--- config.mk ---
export PLATFORM = sky130hd
export DESIGN_NAME = bcd_count4
export DESIGN_NICKNAME = d
export VERILOG_FILES = /design/src/rtl/disp_pkg.sv /design/src/rtl/bcd_digit.sv /design/src/rtl/bcd_count4.sv
export SDC_FILE = /design/constraint.sdc
export NUM_CORES = 1
export LEC_CHECK = 0
export ABC_AREA = 1
export CORE_MARGIN = 2
export CORE_UTILIZATION = 52
export CTS_CLUSTER_SIZE = 8
export DETAILED_ROUTE_END_ITERATION = 12
export GPL_ROUTABILITY_DRIVEN = 0
export PLACE_DENSITY = 0.85
export SETUP_SLACK_MARGIN = 0.4
export SYNTH_ARGS = -nofsm -noshare
export SYNTH_HDL_FRONTEND = slang
export SYNTH_HIERARCHICAL = 1
export SYNTH_SLANG_ARGS = --single-unit
--- constraint.sdc ---
create_clock -name CLK -period 3.27 [get_ports CLK]
set_input_delay 0.654 -clock CLK [delete_from_list [all_inputs] [get_ports CLK]]
set_output_delay 0.654 -clock CLK [all_outputs]
set_load 0.005 [all_outputs]
--- src/rtl/disp_pkg.sv ---
// Shared types and constants for the BCD display-driver blocks.
package disp_pkg;

    localparam logic [3:0]  BCD_MAX = 4'd9;
    localparam int unsigned NDIG    = 4;

    typedef logic [3:0] bcd_t;

    // Any nibble above 9 saturates to 9 so loaded values stay valid BCD.
    function automatic bcd_t bcd_clamp(input logic [3:0] v);
        return (v > BCD_MAX) ? BCD_MAX : v;
    endfunction

endpackage

--- src/rtl/bcd_digit.sv ---
// One BCD digit cell: clear > load > inc/dec, with combinational carry/borrow out.
module bcd_digit
    import disp_pkg::*;
(
    input  logic clk,
    input  logic rst,
    input  logic inc,
    input  logic dec,
    input  logic clr,
    input  logic ld,
    input  bcd_t ldval,
    output bcd_t q,
    output logic co,
    output logic bo
);

    bcd_t value_q;

    assign co = inc & (value_q == BCD_MAX);
    assign bo = dec & (value_q == 4'd0);
    assign q  = value_q;

    always_ff @(posedge clk or posedge rst) begin
        if (rst) begin
            value_q <= '0;
        end else if (clr) begin
            value_q <= '0;
        end else if (ld) begin
            value_q <= bcd_clamp(ldval);
        end else if (inc) begin
            value_q <= co ? 4'd0 : value_q + 4'd1;
        end else if (dec) begin
            value_q <= bo ? BCD_MAX : value_q - 4'd1;
        end
    end

endmodule

--- src/rtl/bcd_count4.sv ---
// Four-digit BCD up/down counter with prescaled step, START run toggle, clear and load.
module bcd_count4
    import disp_pkg::*;
#(
    parameter int unsigned PRESCALE = 50_000_000,
    parameter bit          BLANK    = 1'b1
) (
    input  logic        CLK,
    input  logic        RST,
    input  logic        START,
    input  logic        CLR,
    input  logic        LOAD,
    input  logic [15:0] LDVAL,
    input  logic        DOWN,
    output logic [15:0] DIGIT,
    output logic [3:0]  EN,
    output logic        RUN,
    output logic        CARRY
);

    localparam int unsigned     PW       = $clog2(PRESCALE);
    localparam logic [PW-1:0]   PRE_LAST = PW'(PRESCALE - 1);

    logic          start_s1, start_s2, start_prev;
    logic          run_q, carry_q;
    logic [PW-1:0] pre_q;
    logic          pre_wrap, step, step_up, step_dn;
    logic          top_co, top_bo;
    logic [3:0]    nz;

    assign pre_wrap = (pre_q == PRE_LAST);
    // Clear and load swallow a coincident step, which also keeps CARRY low.
    assign step     = run_q & pre_wrap & ~CLR & ~LOAD;
    assign step_up  = step & ~DOWN;
    assign step_dn  = step & DOWN;

    for (genvar i = 0; i < NDIG; i++) begin : g_dig
        logic inc_in, dec_in, co, bo;
        if (i == 0) begin : g_lsd
            assign inc_in = step_up;
            assign dec_in = step_dn;
        end else begin : g_chain
            assign inc_in = step_up & g_dig[i-1].co;
            assign dec_in = step_dn & g_dig[i-1].bo;
        end
        bcd_digit u_digit (
            .clk   (CLK),
            .rst   (RST),
            .inc   (inc_in),
            .dec   (dec_in),
            .clr   (CLR),
            .ld    (LOAD),
            .ldval (LDVAL[4*i +: 4]),
            .q     (DIGIT[4*i +: 4]),
            .co    (co),
            .bo    (bo)
        );
    end

    assign top_co = g_dig[NDIG-1].co;
    assign top_bo = g_dig[NDIG-1].bo;

    always_ff @(posedge CLK or posedge RST) begin
        if (RST) begin
            start_s1   <= 1'b0;
            start_s2   <= 1'b0;
            start_prev <= 1'b0;
            run_q      <= 1'b0;
            pre_q      <= '0;
            carry_q    <= 1'b0;
        end else begin
            start_s1   <= START;
            start_s2   <= start_s1;
            start_prev <= start_s2;
            if (start_s2 && !start_prev) begin
                run_q <= ~run_q;
            end
            // Prescaler holds while stopped so a resumed run continues mid-period.
            if (CLR || LOAD) begin
                pre_q <= '0;
            end else if (run_q) begin
                pre_q <= pre_wrap ? '0 : pre_q + 1'b1;
            end
            carry_q <= top_co | top_bo;
        end
    end

    always_comb begin
        nz[0] = |DIGIT[3:0];
        nz[1] = |DIGIT[7:4];
        nz[2] = |DIGIT[11:8];
        nz[3] = |DIGIT[15:12];
        if (BLANK) begin
            EN = {nz[3], nz[3] | nz[2], nz[3] | nz[2] | nz[1], 1'b1};
        end else begin
            EN = 4'b1111;
        end
    end

    assign RUN   = run_q;
    assign CARRY = carry_q;

endmodule

After elaboration in Yosys (flattened, before gate mapping)
Index checks and enable logic that the tools add are counted.
Word-level totals
  output and inout bits: 22
  word-level logic and storage cells: 100
  bits in registers: 47
  input bits: 22
Cells by class
  reductions and logical operators: 15
  $add $sub $neg: 9
  order comparisons: 4
  mux-type cells: 31
  equal/unequal tests: 5
  bitwise gates (word level): 26
Operators by type and width (count)
  two-way mux 4 bit: 28
  two-way mux 26 bit: 3
  adder 26 x 1 -> 26 bit, second input constant: 1
  == test 26 bit, second input constant: 1
  bitwise AND 1 bit: 19
  adder 4 x 1 -> 4 bit, second input constant: 4
  == test 4 bit, second input constant: 4
  > comparator 4 bit, second input constant: 4
  zero test 4 bit: 4
  nonzero test 4 bit: 4
  subtractor 4 x 1 -> 4 bit, second input constant: 4
  OR reduction 4 bit: 3
  NOT 1 bit: 4
  bitwise OR 1 bit: 3
  nonzero test 2 bit: 1
  logical AND 1 bit: 1
  zero test 1 bit: 1
  logical OR 1 bit: 1

Depth between registers and ports, before layout
Gate-level depths: netlist of run 1.
  word-level depth: 17
  gate-level depth with buffers: 29

By module
The synthesis of run 1 kept the hierarchy.
By module, submodules not included
  bcd_digit: sequential area each 100.1 um2, cells each 79, instances 4, area each 499.2 um2
  bcd_count4: sequential area each 775.7 um2, cells each 275, instances 1, area each 1945.6 um2

Worst setup path before layout of run 1
Ideal clock, no wire load.
  path type: in2reg
  from: input LOAD
  to: register g_dig[3].u_digit.value_q[3]
  stages on the path: 22
  required time: 3.154 ns
  path slack: -0.317 ns
  data arrival time: 3.471 ns
  cells stage by stage: nor2_2 -> nand4_1 -> inv_1 -> nand2_2 -> nor2_4 -> inv_1 -> nor2_1 -> nand2_2 -> nor2_4 -> inv_1 -> nor2_1 -> nand2_2 -> nor2_4 -> inv_1 -> nor2_1 -> inv_2 -> nand3_2 -> nand2_2 -> clkinv_2 -> nand3_1 -> nand2_1 -> nand2_1
RTL lines
  start: declaration: RTL line bcd_count4.sv:12  | input logic LOAD,
  NOT 1 bit *: RTL line bcd_count4.sv:33  | assign step = run_q & pre_wrap & ~CLR & ~LOAD;
  bitwise AND 1 bit *: RTL line bcd_count4.sv:33
  bitwise AND 1 bit *: RTL line bcd_count4.sv:34  | assign step_up = step & ~DOWN;
  via g_dig[0].inc_in: RTL line bcd_count4.sv:38  | logic inc_in, dec_in, co, bo;
  bitwise AND 1 bit *: RTL line bcd_digit.sv:19  | assign co = inc & (value_q == BCD_MAX);
  via g_dig[0].co: RTL line bcd_count4.sv:38
  bitwise AND 1 bit *: RTL line bcd_count4.sv:43  | assign inc_in = step_up & g_dig[i-1].co;
  via g_dig[1].inc_in: RTL line bcd_count4.sv:38
  [... 1 more ...]
  via g_dig[1].co: RTL line bcd_count4.sv:38
  [... 1 more ...]
  via g_dig[2].inc_in: RTL line bcd_count4.sv:38
  [... 1 more ...]
  via g_dig[2].co: RTL line bcd_count4.sv:38
  bitwise AND 1 bit *: RTL line bcd_count4.sv:43
  via g_dig[3].inc_in: RTL line bcd_count4.sv:38
  bitwise AND 1 bit: RTL line bcd_digit.sv:19
  two-way mux 4 bit: RTL line bcd_digit.sv:31  | value_q <= co ? 4'd0 : value_q + 4'd1;
  two-way mux 4 bit: RTL line bcd_digit.sv:30  | end else if (inc) begin
  two-way mux 4 bit: RTL line bcd_digit.sv:28  | end else if (ld) begin
  two-way mux 4 bit: RTL line bcd_digit.sv:26  | end else if (clr) begin
  end signal: assignment: RTL line bcd_digit.sv:29  | value_q <= bcd_clamp(ldval);
  end signal: assignment: RTL line bcd_digit.sv:31
  end signal: assignment: RTL line bcd_digit.sv:33  | value_q <= bo ? BCD_MAX : value_q - 4'd1;
  end: declaration: RTL line bcd_digit.sv:17  | bcd_t value_q;
The timed path passes the listed nets; every way through them passes the cells marked *. The select of a mux whose other input is x is not followed.
A chain may end at the register's enable or synchronous reset.

Final worst setup path of run 1
  from: register pre_q[11]
  to: register g_dig[3].u_digit.value_q[2]
On the way
  cells in the longest elaborated chain, start to end: 17
RTL lines
  start: declaration: RTL line bcd_count4.sv:26  | logic [PW-1:0] pre_q;
  start signal: assignment: RTL line bcd_count4.sv:82  | pre_q <= pre_wrap ? '0 : pre_q + 1'b1;
  == test 26 bit *: RTL line bcd_count4.sv:31  | assign pre_wrap = (pre_q == PRE_LAST);
  bitwise AND 1 bit * (3 in series): RTL line bcd_count4.sv:33
  bitwise AND 1 bit *: RTL line bcd_count4.sv:35  | assign step_dn = step & DOWN;
  via g_dig[0].dec_in: RTL line bcd_count4.sv:38
  bitwise AND 1 bit *: RTL line bcd_digit.sv:20  | assign bo = dec & (value_q == 4'd0);
  via g_dig[0].bo: RTL line bcd_count4.sv:38
  bitwise AND 1 bit *: RTL line bcd_count4.sv:44  | assign dec_in = step_dn & g_dig[i-1].bo;
  via g_dig[1].dec_in: RTL line bcd_count4.sv:38
  [... 1 more ...]
  via g_dig[1].bo: RTL line bcd_count4.sv:38
  [... 1 more ...]
  via g_dig[2].dec_in: RTL line bcd_count4.sv:38
  [... 1 more ...]
  via g_dig[2].bo: RTL line bcd_count4.sv:38
  bitwise AND 1 bit *: RTL line bcd_count4.sv:44
  via g_dig[3].dec_in: RTL line bcd_count4.sv:38
  bitwise AND 1 bit: RTL line bcd_digit.sv:20
  two-way mux 4 bit: RTL line bcd_digit.sv:33
  two-way mux 4 bit: RTL line bcd_digit.sv:32  | end else if (dec) begin
  two-way mux 4 bit: RTL line bcd_digit.sv:30
  two-way mux 4 bit: RTL line bcd_digit.sv:28
  two-way mux 4 bit: RTL line bcd_digit.sv:26
Marks and branches as above.

==> key figures, run 1 <==
Timing
  • Setup violations, final: 0
  • Clock skew: 0.01369 ns
  • Max-slew violations: 0
  • Final period util: 0.9154
  • Max_slew headroom: 0.5691
  • Final setup TNS: 0 ns
  • Fin worst setup slack: 0.2766 ns
  • Final Hold Viols: 0
  • Hold slack: 0.3637 ns
  • Worst-margin pin slew: 0.6404 ns
  • Peak Freq: 0.3341 GHz
  • RSZ-0062 raised after global routing: true
  • Fin crit period: 2.993 ns

CTS
  • Clock sink count: 47
  • Max Buffers Root-to-Sink: 2
  • # H-tree levels: 2
  • Clk slew on worst S/H paths: 0.10 ns
  • Cts bufs inserted: 5
  • CTS Hold Buffers Added: 0
  • Root Buffer: clkbuf_8
  • Clk_lat worst skew: 0.31 ns
  • CTS tree: yes

Logic synthesis
  • EDFF count, synth: 0
  • Post-Syn Nets: 630
  • Sequential fraction of the synthesis area: 0.2983
  • Number of synthesized register bits: 47
  • Syn avg cell area: 6.671 um2
  • Unique masters post-synth: 31
  • Cells after Synth: 591
  • Synth Cell Area: 3943 um2
  • Count leader, synth: nand2_1
  • Prevailing post-synth register cell: dfrtp_1
  • Synth top cells by count: nand2_1 (190), nor2_1 (71), inv_1 (65)
  • Yosys warnings: 6
  • Leading area contributor after synthesis: dfrtp_1
  • Top cell type's share of synthesized area: 0.2983
  • Top post-synthesis cells by area: dfrtp_1 (30%), nand2_1 (18%), nand3_1 (6.9%)
  • Fraction of registers with async set/reset: 1.000

Floorplan
  • Num rows: 31
  • Core ar.: 7292 um2
  • Die ar.: 8295 um2
  • Die Width: 91.08 um
  • Io pins: 44
  • Die Span Y: 91.08 um
  • Initial Utilization: 0.5407

Finish
  • Area of the multi-input gates: 2446 um2
  • Nets: 717
  • Layout cells sized above 1: 0.2283
  • Fill cell count: 576
  • # diodes: 0
  • P&R area growth vs syn: 25.42%
  • Util after Layout: 0.6781
  • FF/Latch Area: 1177 um2
  • Fin cells: 778

Placement
  • Dpl cells: 736
  • DP Worst Slack: -0.002982 ns
  • HPWL after detailed placement: 7.032 mm
  • Port bufs: 42

Min path
  • HP Class: reg2reg
  • Hold path depth: 0

Worst setup path
  • CP required: 3.48 ns
  • Worst-path maximum fanout: 3
  • Setup CP Type: reg2reg
  • Critical Path End Type: flip-flop
  • WP data arrival: 3.20 ns
  • Worst setup SP type: flip-flop
  • Slowest cell on crit path: dfrtp_1
  • CP max stage delay: 0.42 ns
  • Worst Reg-to-Reg Cells: 28
  • Reg2reg setup slack: 0.28 ns

Drt
  • Post-DR vias/cell: 5.254
  • Final ANT Viol Nets: 0
  • Drt wl/cell: 13.12 um
  • DRT Pass-1 Iters: 7
  • DR iter-0 viols: 258
  • Residual DRC count: 0
  • Vias: 4088
  • Total Wirelength: 10.21 mm

Pwr
  • P_leak: 2.350 nW
  • Switching share of total power: 0.3537
  • PwrDens: 293.1 nW/um2
  • Combinational share of power: 0.259
  • Max VDD drop: 0.2337 mV
  • NetSw: 0.0005126 W
  • Power share of the clock group: 0.265
  • Int Power: 0.0009369 W
  • Flop pwr share: 0.476

GRT
  • Global router's overall resource usage: 0.2404
  • Grt peak-use layer: met2
  • Grt met1 use: 0.3131
  • Largest net degree at the start of global routing: 31
  • First-pass GRT wire length: 16.60 mm
  • Met3 Usage GRT: 0.03320
  • Vias in the first global route: 3828
  • Grt met2 use: 0.4136
  • Initial antenna violation count: 0
  • Congestion Overflow GR: 0

Run status
  • Status: completed

Job
  • Max_cap viols: 0
[power by group through the flow]
stage / Sequential [W] / Combinational [W] / Clock (W)
floorplan: 0.000666 / 0.000244 / 0
global placement: 0.000696 / 0.000340 / 0
detailed placement: 0.000698 / 0.000350 / 0
CTS: 0.000685 / 0.000365 / 0.000394
global route: 0.000698 / 0.000414 / 0.000414
finish: 0.000690 / 0.000375 / 0.000385
[final cells by class]
class                           instances  area share
Multi-Input combinational cell        452      0.4947
Clock inverter                          3    0.005567
Sequential cell                        47      0.2381
Inverter                               81     0.06351
Timing Repair Buffer                   91      0.1592
Clock buffer                            5     0.01392
Tap cell                               99     0.02505
[layout by cell type, fill, tap and decap left out, drive strengths merged, types with 5 or more instances in the layout]
master / count
a21oi: 13
buf: 49
clkbuf: 5
clkdlybuf4s50: 41
dfrtp: 47
ha: 17
inv: 81
nand2: 205
nand3: 61
nand4: 12
nor2: 89
nor3: 6
nor4: 7
o21ai: 16
or2: 5
xor2: 11
[sequential cells by signal (all words and copies together) (netlist names)]
signal and cells:
start_s1 1, start_s2 1, g_dig.u_digit/q 16, RUN 1
CARRY 1, pre_q 26, start_prev 1
[cell families after synthesis]
logic type / count (synthesis) / share of synthesized area
other: 1 / 0.0009512
buffers and inverters: 92 / 0.1085
AND/OR/NAND/NOR: 385 / 0.4494
AO/OA/AOI/OAI: 34 / 0.05554
XOR/XNOR: 15 / 0.03332
adder cells (fa/ha/maj): 17 / 0.05395
flip-flops: 47 / 0.2983
[worst max-delay path: cells and delay by family, from the launching register on]
kind	cells	cell delay, ns
buf+inv	6	0.45
flops	1	0.42
simple gates	22	2.01
[final timing paths]
check	startpoint	to
min	start_s1	start_s2
min in group asynchronous	RST	CARRY
min reg2reg	start_s1	start_s2
max	pre_q[11]	g_dig[3].u_digit/q[2]
max in group asynchronous	RST	pre_q[18]
max reg2reg	pre_q[11]	g_dig[3].u_digit/q[2]
[routing by layer]
metal,part of all wire,up-vias
met5,0,-
met4,0.021,0
met3,0.062,25
met2,0.48,155
met1,0.44,1885
li1,-,2023
[per-stage QoR]
stage	cell area, um2	power (W)
floorplan	3998	0.0009101
global placement	4538	0.001035
detailed placement	4538	0.001049
CTS	4811	0.001444
global route	4945	0.001525
finish	4945	0.001449
[repair_timing]
| action | CTS | global route |
|---|---|---|
| pin swaps | 9 | 8 |
| endpoints found under the setup margin | 5 | 6 |
| setup buffers | 20 | 14 |
| resized for setup | 9 | 10 |
Power figures use the tool's default switching activity.
==> inputs of run 2 (changes only) <==
- CELL_PAD_IN_SITES_DETAIL_PLACEMENT: unset -> 0
- CELL_PAD_IN_SITES_GLOBAL_PLACEMENT: unset -> 1
- CORE_UTILIZATION: 52 -> 37
- PLACE_DENSITY: 0.85 -> 0.84
==> key figures, run 2 (same netlist as run 1, synthesis figures left out) <==
Run status
  • Status: completed

Timing
  • Max-slew violations: 0
  • Max_slew headroom: 0.6301
  • Worst-margin pin slew: 0.5547 ns
  • Fin crit period: 3.036 ns
  • Final Hold Viols: 0
  • Clock skew: 0.008754 ns
  • Setup violations, final: 0
  • Hold slack: 0.3526 ns
  • RSZ-0062 raised after global routing: true
  • Final setup TNS: 0 ns
  • Peak Freq: 0.3293 GHz
  • Final period util: 0.9286

Floorplan
  • Io pins: 44
  • Core ar.: 10320 um2
  • Die Span Y: 107.2 um
  • Num rows: 37
  • Die Width: 107.2 um
  • Initial Utilization: 0.3819
  • Die ar.: 11500 um2

Finish
  • Nets: 721
  • Fill cell count: 1039
  • Most frequent cells in the layout: nand2_1 (185), nor2_1 (60), inv_1 (59)
  • P&R area growth vs syn: 27.07%
  • Util after Layout: 0.4853
  • Layout cells sized above 1: 0.2328
  • Biggest register: pre_q
  • Most common library cell in the layout ignoring fill and taps: nand2_1
  • Area of the multi-input gates: 2444 um2
  • Max reg flops: 26
  • # diodes: 0
  • FF/Latch Area: 1176 um2

GRT
  • Initial antenna violation count: 0
  • Vias in the first global route: 3684
  • First-pass GRT wire length: 17.19 mm
  • Global router's overall resource usage: 0.1844
  • Congestion Overflow GR: 0
  • Largest net degree at the start of global routing: 31

Placement
  • HPWL after detailed placement: 7.364 mm
  • Port bufs: 42

Job
  • Max_cap viols: 0

Drt
  • DRT Pass-1 Iters: 4
  • DR iter-0 viols: 250
  • Vias: 3973
  • Drt wl/cell: 12.40 um
  • Residual DRC count: 0
  • Post-DR vias/cell: 4.851
  • Final ANT Viol Nets: 0
  • Total Wirelength: 10.15 mm

CTS
  • Clock sink count: 47
  • Root Buffer: clkbuf_8
  • CTS tree: yes
  • Max Buffers Root-to-Sink: 2
  • # H-tree levels: 2
  • CTS Hold Buffers Added: 0
  • Clk_lat worst skew: 0.32 ns
  • Clk slew on worst S/H paths: 0.09 ns
  • Cts bufs inserted: 5

Worst setup path
  • Slowest cell on crit path: dfrtp_1
  • Critical path depth: 28
  • Worst setup SP type: flip-flop
  • Worst-path maximum fanout: 5
  • CP required: 3.48 ns
  • Worst Reg-to-Reg Cells: 28
  • Critical Path End Type: flip-flop
  • Crit path max-delay family: simple AND/OR/NAND/NOR gates
  • CP max stage delay: 0.37 ns
  • WP buf/inv: 8
  • Setup CP Type: reg2reg
  • WP data arrival: 3.25 ns

Min path
  • HP Class: reg2reg
  • Hold path depth: 0

Pwr
  • Max VDD drop: 0.1696 mV
  • Design Power: 0.001418 W
  • P_leak: 2.367 nW
  • PwrDens: 283.0 nW/um2
==> run 2: cell count changes in the layout (fill, tap and decap cells not counted), sizes merged <==
| cell | before | now |
|---|---|---|
| clkinv | 2 | 4 |
| clkbuf | 5 | 6 |
| buf | 49 | 53 |
| dlygate4sd2 | 1 | 2 |
| clkdlybuf4s50 | 41 | 40 |
| inv | 81 | 78 |
==> run 2: layer usage <==
metal | vias to the layer above | wire length [um] | global-route usage
met3 | 10 | 430 | 0.02857
li1 | 2037 | - | -
met2 | 68 | 4640 | 0.3074
met1 | 1858 | 4986 | 0.2521
met5 | - | 0 | 0
met4 | 0 | 96 | 0.03989
==> run 2: timing repair <==
action,in CTS,in global routing
setup buffers,24,12
pin swaps,10,10
setup endpoints to repair,4,9
resized for setup,10,11
==> run 2: power by group <==
| part | switching, W | leakage, nW | internal [W] | total (W) |
|---|---|---|---|---|
| Clock | 0.000211 | 0.0412 | 0.000150 | 0.000361 |
| Sequential | 0.0000762 | 0.634 | 0.000611 | 0.000687 |
| Combinational | 0.000201 | 1.69 | 0.000168 | 0.000369 |
| Total | 0.000489 | 2.37 | 0.000929 | 0.00142 |
==> run 2: per-stage QoR <==
stage / area [um2] / instances / setup WS [ns]
after CTS: 4885 / 807 / 0.3757
after global routing: 5010 / 819 / -0.03617
after floorplan: 3998 / 591 / 0.1790
after global placement: 4599 / 775 / 0.1039
final: 5010 / 819 / 0.2336
after detailed placement: 4599 / 775 / -0.05996
==> run 2: worst paths after layout <==
check,slack (ns),from,to
min reg2reg,0.35,start_s1,start_s2
max,0.23,pre_q[5],g_dig[3].u_digit/q[0]
max reg2reg,0.23,pre_q[5],g_dig[3].u_digit/q[0]
max in group asynchronous,1.97,RST,start_s1
min,0.35,start_s1,start_s2
min in group asynchronous,0.71,RST,CARRY
==> run 2: final cells by class <==
type / instances / area share
Inverter: 81 / 0.06294
Multi-Input combinational cell: 452 / 0.4878
Clock inverter: 2 / 0.002498
Timing Repair Buffer: 95 / 0.1636
Tap cell: 136 / 0.03397
Sequential cell: 47 / 0.2348
Clock buffer: 6 / 0.01449
==> variant 1, RTL diff (settings of run 1) <==
Change the parameter `PRESCALE` from 50_000_000 to 100_000_000.
--- a/src/rtl/bcd_count4.sv
+++ b/src/rtl/bcd_count4.sv
@@ -2,7 +2,7 @@
 module bcd_count4
     import disp_pkg::*;
 #(
-    parameter int unsigned PRESCALE = 50_000_000,
+    parameter int unsigned PRESCALE = 100_000_000,
     parameter bit          BLANK    = 1'b1
 ) (
     input  logic        CLK,
Function: same outputs for any inputs over 10 cycles, from zero or initial values and one cycle with RST high; that may be too few to reach the edited logic, so the function may still have changed.
==> variant 1 against run 1 <==
Global-route usage increased by 1.1 points. Setup slack got worse by 0.18 ns. Core utilization decreased by 0.70 points. Final area increased by 3.8%. Power decreased by 0.48%. Area after synthesis increased by 2.9%. Die area increased by 2.8%. Sequential cell count increased by 1. Sequential power decreased by 1%. Count of clock-buffer cells in the layout increased by 1. Wire length increased by 4.9%. Critical path depth increased by 2.
==> variant 1: results (changes against run 1) <==
metric,value,unit,change
synth_xor_area_frac,0.03454,,was 0.03332
synthAdderAreaFrac,0.05242,,was 0.05395
regMostFlops,pre_q,,unchanged
synthTopCellsByArea,"dfrtp_1 30%, nand2_1 19%, nor2_1 6.8%",,"was dfrtp_1 30%, nand2_1 18%, nand3_1 6.9%"
drtIter0Drc,301,,was 258
synthesis.nets,650,,was 630
crit_arrival,3.37,ns,was 3.20 ns
synthTopCellsByCount,"202 x nand2_1, 73 x nor2_1, 65 x inv_1",,"was 190 x nand2_1, 71 x nor2_1, 65 x inv_1"
cts_resized,19,,was 9
cts_made_buffers,5,,unchanged
cts_max_level,2,,unchanged
drive_gt1_frac,0.2368,,was 0.2283
pre_cts_ws,-0.2052,ns,was -0.002982 ns
antenna_cells,0,,unchanged
grt_pass1_wl,17770,um,was 16600 um
viasPerCell,5.407,,was 5.254
grt_pass1_vias,4190,,was 3828
wl_per_cell,13.34,um,was 13.12 um
dpl.hpwl,7339,um,was 7032 um
place_area,0.004730,mm^2,was 0.004538 mm^2
timing.rr.start,pre_q[1],,was pre_q[11]
slowest_delay,0.39,ns,was 0.42 ns
track_usage,0.2513,,was 0.2404
nets,739,,was 717
post_cts_buffers,20,,unchanged
worstPathMaxFanout,3,,unchanged
wirelength_met1,4228,um,was 4485 um
grt_max_degree,33,,was 31
critPathCapture,g_dig[3].u_digit/q[2],,unchanged
fin_skew,0.01511,ns,was 0.01369 ns
place_inst,769,,was 736
slew_headroom,0.5993,,was 0.5691
dr_wl_met3,637,um,was 629 um
seq_area_frac_synth,0.2960,,was 0.2983
largest_register_ff_count,27,,was 26
met2_length,5436,um,was 4881 um
power.leakage,2.400,nW,was 2.350 nW
worst_hold_slack,0.3750,ns,was 0.3637 ns
r2r_cells,30,,was 28
worst_slack,0.09890,ns,was 0.2766 ns
status,completed,,unchanged
dr.pass1.iters,5,,was 7
ir_drop,212.6,uV,was 233.7 uV
synth.distinct_cells,35,,was 31
final_cells,803,,was 778
rrSetupSlack,0.1,ns,was 0.28 ns
syn_inst,611,,was 591
synth-compound-area-share,0.05396,,was 0.05554
variant 1: cell types whose count changed in the layout (fill, tap and decap cells not counted), sizes merged, moves of 2 or more:
cell	before	now
a21oi	13	16
and2	0	2
buf	49	51
inv	81	78
nand2	205	218
nand3	61	58
nand4	12	9
nor2	89	99
o21ai	16	12
xor2	11	13
variant 1: layout make-up:
type | instances | area, um^2
multi-input cells | 471 | 2569
fillers | 580 | 2515
flip-flops and latches | 48 | 1201
repair buffers | 93 | 827.0
inverters | 81 | 310.3
well taps | 102 | 127.6
clock buffers | 6 | 82.58
clock inverters | 2 | 15.01
variant 1: power by group:
group | switching [mW] | internal (mW) | total (mW)
Combinational | 0.207 | 0.167 | 0.374
Clock | 0.217 | 0.172 | 0.389
Sequential | 0.0602 | 0.619 | 0.680
variant 1: metal layers:
metal  GRT usage  up-vias
met1      0.2994     1996
met4      0.1119        0
li1            -     2081
met3     0.03824       54
met5           0        -
met2      0.4465      211
==> variant 2, RTL diff (config.mk and constraints of run 1) <==
Without the edit above. Reset style: synchronous (`RST` and `rst`), changed in 2 clocked blocks.
--- a/src/rtl/bcd_digit.sv
+++ b/src/rtl/bcd_digit.sv
@@ -20,7 +20,7 @@
     assign bo = dec & (value_q == 4'd0);
     assign q  = value_q;
 
-    always_ff @(posedge clk or posedge rst) begin
+    always_ff @(posedge clk) begin
         if (rst) begin
             value_q <= '0;
         end else if (clr) begin
--- a/src/rtl/bcd_count4.sv
+++ b/src/rtl/bcd_count4.sv
@@ -60,7 +60,7 @@
     assign top_co = g_dig[NDIG-1].co;
     assign top_bo = g_dig[NDIG-1].bo;
 
-    always_ff @(posedge CLK or posedge RST) begin
+    always_ff @(posedge CLK) begin
         if (RST) begin
             start_s1   <= 1'b0;
             start_s2   <= 1'b0;
Behaviour: differs if RST is asserted again (counterexample within 4 cycles, from zero or initial values and one cycle with RST high); with RST held inactive, the same outputs for 10 cycles.
==> variant 2 against run 1 <==
Area after synthesis shrank 6.3%. Sequential cell count is the same. Final area shrank 5.0%. Clock power shrank 6.2%. Sequential share of layout area shrank 3.1 points. Setup slack gained 0.13 ns. Wire length shrank 9.0%. Power shrank 19%.
==> variant 2: results (changes against run 1) <==
metric,value,unit,change
nets,706,,was 717
cts_max_level,2,,unchanged
worst_hold_slack,0.4052,ns,was 0.3637 ns
rrSetupSlack,0.41,ns,was 0.28 ns
dr_wl_met3,542,um,was 629 um
min_path_type,reg2reg,,unchanged
slowest_delay,0.38,ns,was 0.42 ns
synth_area_per_cell,6.290,um^2,was 6.671 um^2
viasPerCell,5.135,,was 5.254
ctsRootBufferMaster,clkbuf_8,,unchanged
p_seq,0.597,mW,was 0.690 mW
power.leakage,2.047,nW,was 2.350 nW
synthTopCellsByCount,"133 x nand2_1, 104 x inv_1, 76 x nor2_1",,"was 190 x nand2_1, 71 x nor2_1, 65 x inv_1"
track_usage,0.2382,,was 0.2404
regMostFlops,pre_q,,unchanged
worstPathMaxFanout,6,,was 3
io_buffers,42,,unchanged
met2_length,4399,um,was 4881 um
wirelength_met1,4149,um,was 4485 um
clockBufferDepth,2,,unchanged
fin_skew,0.01335,ns,was 0.01369 ns
hold_path_end,start_s2,,unchanged
insertion_delay,0.31,ns,about the same
p_clk_frac,0.306,,was 0.265
grt_max_degree,30,,was 31
antenna_found_initial,0,,unchanged
r2r-end,g_dig[3].u_digit/q[0],,was g_dig[3].u_digit/q[2]
hp-start,start_s1,,unchanged
synth.distinct_cells,34,,was 31
place_inst,738,,was 736
dpl.hpwl,6661,um,was 7032 um
grt_pass1_vias,3547,,was 3828
nFillCells,570,,was 576
seq_area_frac_synth,0.2548,,was 0.2983
multi_input_area,0.002397,mm^2,was 0.002446 mm^2
tightest_slew,0.5915,ns,was 0.6404 ns
place_area,0.004375,mm^2,was 0.004538 mm^2
p_int,0.8281,mW,was 0.9369 mW
dr.pass1.iters,5,,was 7
ir_drop,143.4,uV,was 233.7 uV
pre_cts_ws,-0.03329,ns,was -0.002982 ns
routed_wl,9292,um,was 10210 um
status,completed,,unchanged
grt_pass1_wl,15160,um,was 16600 um
crit_family,simple AND/OR/NAND/NOR gates,,unchanged
timing.rr.start,pre_q[0],,was pre_q[11]
slowest_stage,dfxtp_4,,was dfrtp_1
wl_per_cell,12.16,um,was 13.12 um
drtIter0Drc,250,,was 258
whs_path_depth,2,,was 0
crit_arrival,3.05,ns,was 3.20 ns
fin_crit_sh,0.8749,,was 0.9154
drive_gt1_frac,0.2365,,was 0.2283
synthTopCellsByArea,"dfxtp_1 25%, nand2_1 14%, inv_1 11%",,"was dfrtp_1 30%, nand2_1 18%, nand3_1 6.9%"
synthesis.nets,626,,was 630
seqPwrFrac,0.507,,was 0.476
synth-async-reset-ratio,0,,was 1.000
r2r_cells,25,,was 28
[variant 2: changes by cell type after synthesis, moves of 15 or more]
cell,change
a21oi_1,+17
dfrtp_1,-47
dfxtp_1,+47
inv_1,+39
nand2_1,-57
o21ai_0,+15
[variant 2: per-layer routing]
layer,GRT usage,up-vias
li1,-,1991
met2,0.4067,160
met4,0.08815,0
met1,0.3065,1747
met3,0.03265,25
met5,0,-
[variant 2: final cells by class]
type | instances | share of cell area
Timing Repair Buffer | 75 | 0.1426
Clock buffer | 5 | 0.01465
Inverter | 118 | 0.09646
Clock inverter | 3 | 0.003197
Multi-Input combinational cell | 420 | 0.5105
Sequential cell | 47 | 0.2070
Tap cell | 96 | 0.02558
[variant 2: cells by family after synthesis]
| family | count (synthesis) | share of synthesized area |
|---|---|---|
| and+or+nand+nor | 323 | 0.4216 |
| buffers and inverters | 120 | 0.1271 |
| AOI/OAI and AO/OA | 66 | 0.1067 |
| DFF | 47 | 0.2548 |
| adders and majority gates | 17 | 0.05761 |
| xor gates and xnor gates | 12 | 0.02847 |
| other | 1 | 0.001016 |
| muxes | 1 | 0.002711 |
[variant 2: worst min-delay path, delay by kind of cell (launching register included)]
family	cells	cell delay, ns
DFF	1	0.31
buffers and inverters	1	0.04
and+or+nand+nor	1	0.03
[variant 2: repair_timing]
action	CTS	global route
pin swaps	6	26
hold buffers	0	0
endpoints found under the setup margin	4	8
buffers inserted	7	11
gates resized for setup	7	48
[variant 2: worst max-delay path by stage]
stage,end,from
floorplan,g_dig[3].u_digit/q[3],pre_q[1]
global placement,g_dig[3].u_digit/q[1],LOAD
detailed placement,g_dig[3].u_digit/q[3],CLR
CTS,g_dig[3].u_digit/q[3],pre_q[14]
global route,g_dig[3].u_digit/q[0],pre_q[0]
finish,g_dig[3].u_digit/q[0],pre_q[0]
